$ cat src/rtl/shift_right_seq_pkg.sv
// shift_right_seq_pkg: state and shift-op encodings shared by the EX-stage shifter
// and the ALU control decode.
package shift_right_seq_pkg;

    typedef enum logic [1:0] {
        S_IDLE  = 2'b00,
        S_SHIFT = 2'b01,
        S_DONE  = 2'b10
    } state_e;

    typedef enum logic [1:0] {
        OP_SLL = 2'b00,
        OP_SRL = 2'b01,
        OP_SRA = 2'b10
    } shift_op_e;

    function automatic shift_op_e right_op(input logic arith);
        return arith ? OP_SRA : OP_SRL;
    endfunction

endpackage

$ cat src/rtl/shift_right_step.sv
// shift_right_step: single-position right shift with an explicit fill bit.
module shift_right_step #(
    parameter int WIDTH = 32
) (
    input  logic [WIDTH-1:0] in_data,
    input  logic             fill,
    output logic [WIDTH-1:0] out_data
);

    assign out_data = {fill, in_data[WIDTH-1:1]};

endmodule

$ cat src/rtl/shift_right_seq.sv
// shift_right_seq: iterative SRL/SRA, one bit position per clock, with busy stall
// and a one-cycle done pulse.
module shift_right_seq
    import shift_right_seq_pkg::*;
#(
    parameter int WIDTH   = 32,
    parameter int SHAMT_W = 5
) (
    input  logic               clk,
    input  logic               reset,
    input  logic               start,
    input  logic               arith,
    input  logic [WIDTH-1:0]   in_data,
    input  logic [SHAMT_W-1:0] shamt,
    output logic [WIDTH-1:0]   out_data,
    output logic               busy,
    output logic               done
);

    state_e             state_q, state_d;
    logic [WIDTH-1:0]   work_q, work_d;
    logic [SHAMT_W-1:0] cnt_q, cnt_d;
    logic               fill_q, fill_d;
    logic [WIDTH-1:0]   out_q, out_d;
    logic [WIDTH-1:0]   step_data;

    shift_right_step #(.WIDTH(WIDTH)) u_step (
        .in_data  (work_q),
        .fill     (fill_q),
        .out_data (step_data)
    );

    always_comb begin
        state_d = state_q;
        work_d  = work_q;
        cnt_d   = cnt_q;
        fill_d  = fill_q;
        out_d   = out_q;
        case (state_q)
            S_IDLE, S_DONE: begin
                state_d = start ? S_SHIFT : S_IDLE;
                if (start) begin
                    work_d = in_data;
                    cnt_d  = shamt;
                    fill_d = arith & in_data[WIDTH-1];
                end
            end
            S_SHIFT: begin
                if (cnt_q != '0) begin
                    work_d = step_data;
                    cnt_d  = cnt_q - SHAMT_W'(1);
                end else begin
                    out_d   = work_q;
                    state_d = S_DONE;
                end
            end
            default: state_d = S_IDLE;
        endcase
    end

    always_ff @(posedge clk or posedge reset) begin
        if (reset) begin
            state_q <= S_IDLE;
            work_q  <= '0;
            cnt_q   <= '0;
            fill_q  <= 1'b0;
            out_q   <= '0;
        end else begin
            state_q <= state_d;
            work_q  <= work_d;
            cnt_q   <= cnt_d;
            fill_q  <= fill_d;
            out_q   <= out_d;
        end
    end

    assign out_data = out_q;
    assign busy     = (state_q == S_SHIFT);
    assign done     = (state_q == S_DONE);

endmodule
$ cat config.mk
export PLATFORM = sky130hd
export DESIGN_NAME = shift_right_seq
export DESIGN_NICKNAME = d
export VERILOG_FILES = /design/src/rtl/shift_right_seq_pkg.sv /design/src/rtl/shift_right_step.sv /design/src/rtl/shift_right_seq.sv
export SDC_FILE = /design/constraint.sdc
export NUM_CORES = 1
export LEC_CHECK = 0
export CAP_MARGIN = 20
export CORE_ASPECT_RATIO = 1.4
export CORE_MARGIN = 2
export CORE_UTILIZATION = 46
export DETAILED_ROUTE_END_ITERATION = 10
export GPL_TIMING_DRIVEN = 0
export PLACE_DENSITY_LB_ADDON = 0.3
export SLEW_MARGIN = 10
export SYNTH_ARGS = -nofsm -noshare
export SYNTH_HDL_FRONTEND = slang
export SYNTH_HIERARCHICAL = 1
export SYNTH_SLANG_ARGS = --single-unit
$ cat constraint.sdc
create_clock -name clk -period 2.41 [get_ports clk]
set_input_delay 0.723 -clock clk [delete_from_list [all_inputs] [get_ports clk]]
set_output_delay 0.723 -clock clk [all_outputs]
set_load 0.01 [all_outputs]
# Word level (Yosys, flattened, before mapping)
# Index checks and enable logic that the tools add are counted.
# Widths: inputs -> output; s select.
dict set report totals {
  regBits 72
  latch_bits 0
  mem_bits_rw 0
  rom_bits 0
  input_bits 41
  out_inout_bits 34
  word_cells 29
  memories 0
}
dict set report classes {
  addsub 1
  n_mul 0
  div_mod_pow 0
  order_cmp 0
  eq_ne 5
  shift 0
  n_mux 9
  bitwise_logic 2
  n_reduce_logical 7
}
# cell count
set op_table {}
lappend op_table {{$mux 32} 2}
lappend op_table {{$pmux 32 s2} 1}
lappend op_table {{$mux 5} 2}
lappend op_table {{$pmux 5 s2} 1}
lappend op_table {{$reduce_bool 5->1} 1}
lappend op_table {{$sub 5x1->5 const B} 1}
lappend op_table {{$ne 2x2->1 const B} 2}
lappend op_table {{$pmux 2 s2} 1}
lappend op_table {{$reduce_and 2->1} 2}
lappend op_table {{$reduce_and 3->1} 1}
lappend op_table {{$eq 2x1->1 const B} 1}
lappend op_table {{$eq 2x2->1 const B} 1}
lappend op_table {{$logic_not 2->1} 1}
lappend op_table {{$mux 2} 1}
lappend op_table {{$ne 2x1->1 const B} 1}
lappend op_table {{$reduce_bool 2->1} 1}
lappend op_table {{$reduce_or 2->1} 1}
lappend op_table {{$and 1x1->1} 1}
lappend op_table {{$mux 1} 1}
lappend op_table {{$not 1->1} 1}

# Longest topological paths before layout
dict set report depth {
  ltp_word 4
  depth_mapped 7
  mapped_depth_nobuf 6
}

# Hierarchy
# The synthesis kept the hierarchy.
# module n_inst cells_each area_each_um2 seq_area_each_um2
set modules_own_cells {}
lappend modules_own_cells {shift_right_seq 1 216 3256.9 1801.7}
lappend modules_own_cells {shift_right_step 1 32 240.2 0.0}

# Worst setup path before layout
# OpenSTA, ideal clock, no wires.
dict set report synth_timing {
  kind {reg-to-reg}
  from {register cnt_q[0]}
  to {register work_q[20]}
  setup_time_ps 128
  t_arrival_ps 1573
  required_time_ps 2282
  path_slack_ps 709
  stages_incl_launch_ff 8
  path_buffers 1
  period_less_slack_ps 1701
  path_cell_list {dfrtp_1 -> inv_1 -> ha_1 -> nor4b_4 -> o21a_2 -> inv_2 -> buf_6 -> mux2_1}
}
dict set report synth_between {
  elab_chain_len 3
}
# element line_no
set synth_lines {}
lappend synth_lines {{start: declaration} shift_right_seq.sv:22} ;# logic [SHAMT_W-1:0] cnt_q, cnt_d;
lappend synth_lines {{start signal: assignment} shift_right_seq.sv:71} ;# cnt_q <= cnt_d;
lappend synth_lines {{$reduce_bool 5->1} shift_right_seq.sv:49} ;# if (cnt_q != '0) begin
lappend synth_lines {{$ne 2x1->1 (no line)} n/a}
lappend synth_lines {{$reduce_and 3->1 (no line)} n/a}
lappend synth_lines {{end signal: assignment} shift_right_seq.sv:70} ;# work_q <= work_d;
lappend synth_lines {{end: declaration} shift_right_seq.sv:21} ;# logic [WIDTH-1:0] work_q, work_d;
# No other way between the ends.
# A chain may end at the register's enable or synchronous reset.

# Final worst setup path
dict set report layout_timing {
  from {register state_q[1]}
  to {output busy}
}
dict set report layout_between {
  elab_chain_len 1
}
# element line_no
set layout_lines {}
lappend layout_lines {{start: declaration} shift_right_seq.sv:20} ;# state_e state_q, state_d;
lappend layout_lines {{start signal: assignment} shift_right_seq.sv:69} ;# state_q <= state_d;
lappend layout_lines {{$eq 2x1->1} shift_right_seq.sv:78} ;# assign busy = (state_q == S_SHIFT);
lappend layout_lines {{end: declaration} shift_right_seq.sv:16} ;# output logic busy,
# No other way between the ends.

==> impl_metrics.json <==
{
  "drive_gt1_share_pct": 39.9,
  "synth_edf_count": 0,
  "start_util_pct": 47.5,
  "yosysWarnings": 6,
  "setup_tns_ns": 0,
  "root_buffer": "clkbuf_8",
  "max_stage_delay_ns": 0.42,
  "clkSinkCount": 72,
  "period_share_pct": 94.8,
  "die_area_um2": 8330,
  "multiInputGateArea_um2": 1350,
  "synth_top_cell_by_area": "dfrtp_1",
  "start_kind": "register",
  "dieWidth_um": 77.7,
  "required_ns": 1.69,
  "setup_ws_ns": 0.126,
  "leakage_uw": 0.00205,
  "place_ws_ns": 0.0849,
  "antenna_found_initial": 0,
  "finClkSkew_ns": 0.00852,
  "finalNetCount": 378,
  "synthDistinctLibCells": 31,
  "wl_per_cell_um": 14.6,
  "hp-class": "register to register",
  "vias": 2140,
  "drt_pass1_iterations": 4,
  "status": "completed",
  "worst_setup_path_end_kind": "output pin",
  "synth_area_leaders": "dfrtp_1 52%, mux2_2 19%, mux2_1 9.7%",
  "area_growth_pct": 32.5,
  "row_count": 37,
  "hold_buffers": 0,
  "antenna_cells": 0,
  "grt_pass1_vias": 2179,
  "setup_viol": 0,
  "worst_path_max_delay_cell": "dfrtp_1",
  "crit_arrival_ns": 1.56,
  "dp_hpwl_mm": 4.56,
  "rsz0062_at_grt": "no",
  "postRouteAntennaNets": 0,
  "synthArstFlopShare_pct": 100,
  "crit_fanout": 10,
  "ioPinCount": 75,
  "grt_remaining_overflow": 0,
  "clk_latency_ns": 0.35,
  "worstSetupPathType": "register to output pin",
  "ys_ff_latch": 72,
  "ir_drop_mv": 0.689,
  "drt-initial-drc-count": 68,
  "slew_headroom_pct": 81.4,
  "syn_inst": 248,
  "synthFlopType": "dfrtp_1",
  "cts_tree": "done",
  "gp_congestion": 0.771,
  "vias_per_cell": 4.89,
  "htree_num_levels": 3,
  "grt_pass1_wl_mm": 10.6,
  "worstPathCellList": "nand2b_4 > inv_2 > buf_6 > buf_6 > clkdlybuf4s15_1",
  "route.final.wire_length_mm": 6.40,
  "drv_slew": 0,
  "die_y_um": 107,
  "synth.cell_area_um2": 3500,
  "netlist.area_leader.share_pct": 51.5,
  "yosysSeqAreaShare_pct": 51.5,
  "track_usage_pct": 16.7,
  "cts-buffers-inserted": 9,
  "synth_nets": 290,
  "seq_area_um2": 1800,
  "fmax_mhz": 438,
  "core_um2": 7360,
  "cp_common_cell": "buf_6",
  "final_area_um2": 4630,
  "cellPowerDensity_nw_per_um2": 1370,
  "portBuffers": 74,
  "cts_buffer_depth": 2,
  "postPlaceCellArea_um2": 4400,
  "drcViolationCount": 0,
  "grt_max_degree": 38,
  "tightest_slew_ns": 0.278,
  "fill_cells": 575,
  "max_cap_viol_count": 0,
  "path_clk_slew_ns": 0.08,
  "syn_area_per_cell_um2": 14.1,
  "period_minus_slack_ns": 2.28,
  "finalHoldViolations": 0
}
[final timing paths]
path / start / end / slack (ns) / cells after the start
worst max-delay path: state_q[1]$_DFFE_PP0P_ / busy / 0.13 / 5
worst min-delay path: fill_q$_DFFE_PP0P_ / fill_q$_DFFE_PP0P_ / 0.48 / 2
worst max register to register: cnt_q[0]$_DFFE_PP0P_ / work_q[11]$_DFFE_PP0P_ / 0.53 / 7
worst min register to register: fill_q$_DFFE_PP0P_ / fill_q$_DFFE_PP0P_ / 0.48 / 2
max in group asynchronous: reset / state_q[0]$_DFFE_PP0P_ / 1.19 / 4
min in group asynchronous: reset / out_data[12]$_DFFE_PP0P_ / 0.59 / 2
[area by class of cell]
cell class,instances,area share (%)
Timing Repair Buffer,77,17.0
Inverter,7,0.648
Clock buffer,10,2.75
Sequential cell,72,38.9
Tap cell,97,2.62
Clock inverter,6,2.03
Buffer,42,6.99
Multi-Input combinational cell,127,29.0
[registers in the layout, indices dropped and copies added (netlist names)]
| register | count |
|---|---|
| cnt_q | 5 |
| work_q | 32 |
| state_q | 2 |
| fill_q | 1 |
| out_data | 32 |
[kinds of logic (layout without fill, tap and decap cells)]
| family | Yosys count | in the layout | synth area share (%) |
|---|---|---|---|
| compound gates | 10 | 10 | 2.00 |
| fa+ha+maj | 1 | 1 | 0.358 |
| buf+inv | 49 | 142 | 10.0 |
| flops | 72 | 72 | 51.5 |
| mux | 99 | 99 | 32.6 |
| simple gates | 17 | 17 | 3.47 |
[power by group]
group | switching (µW) | total, µW | internal [µW] | leakage [µW]
sequential | 405 | 2230 | 1830 | 0.000867
clock | 459 | 1050 | 588 | 0.000107
combinational | 1040 | 3090 | 2050 | 0.00108
total | 1910 | 6370 | 4460 | 0.00205
[cells in the final DEF, fill, tap and decap left out, types with 3 or more instances in the layout]
cell type,n
buf_4,34
mux2_2,58
clkbuf_8,9
dfrtp_1,71
mux2_4,8
nand2_1,3
buf_6,5
mux2i_1,3
mux2_1,30
buf_2,4
o22ai_1,3
inv_1,4
clkdlybuf4s50_1,73
clkinv_4,3
[routing by layer]
layer / track usage [%] / vias up / wire, µm
li1: - / 1008 / -
met1: 20.6 / 1068 / 2760
met2: 27.5 / 52 / 3250
met5: 0 / - / 0
met4: 9.95 / 0 / 156
met3: 2.61 / 12 / 236
[critical path, delay by kind of cell, from the launching register on]
family                 cells  cell delay (ns)
DFF                        1             0.42
buffers and inverters      4             0.62
and+or+nand+nor            1             0.18
[synth_stat cells, types with 2 or more instances]
cell type and n:
nor2b_1 2, inv_1 5, a211oi_1 2, nand2_1 3
mux2_4 8, mux2_2 58, buf_6 5, nor2_1 2
inv_2 2, buf_2 4, mux2i_1 3, mux2_1 30
buf_4 33, dfrtp_1 72, o22ai_1 3
[stage by stage]
step | std cells | hold WS (ns) | util, % | total power, µW
final | 438 | 0.483 | 62.9 | 6370
after CTS | 437 | 0.482 | 62.8 | 6470
after detailed placement | 421 | 0.461 | 59.8 | 5400
after global placement | 419 | 0.457 | 59.3 | 5310
after global routing | 438 | 0.511 | 62.9 | 6810
after floorplan | 248 | 0.440 | - | 4390
[timing repair]
item	4_1_cts	5_1_grt
setup buffers	0	1
resized for setup	1	2
endpoints found under the hold margin	0	0
setup endpoints to repair	1	1
(Power assumes the default switching activity.)
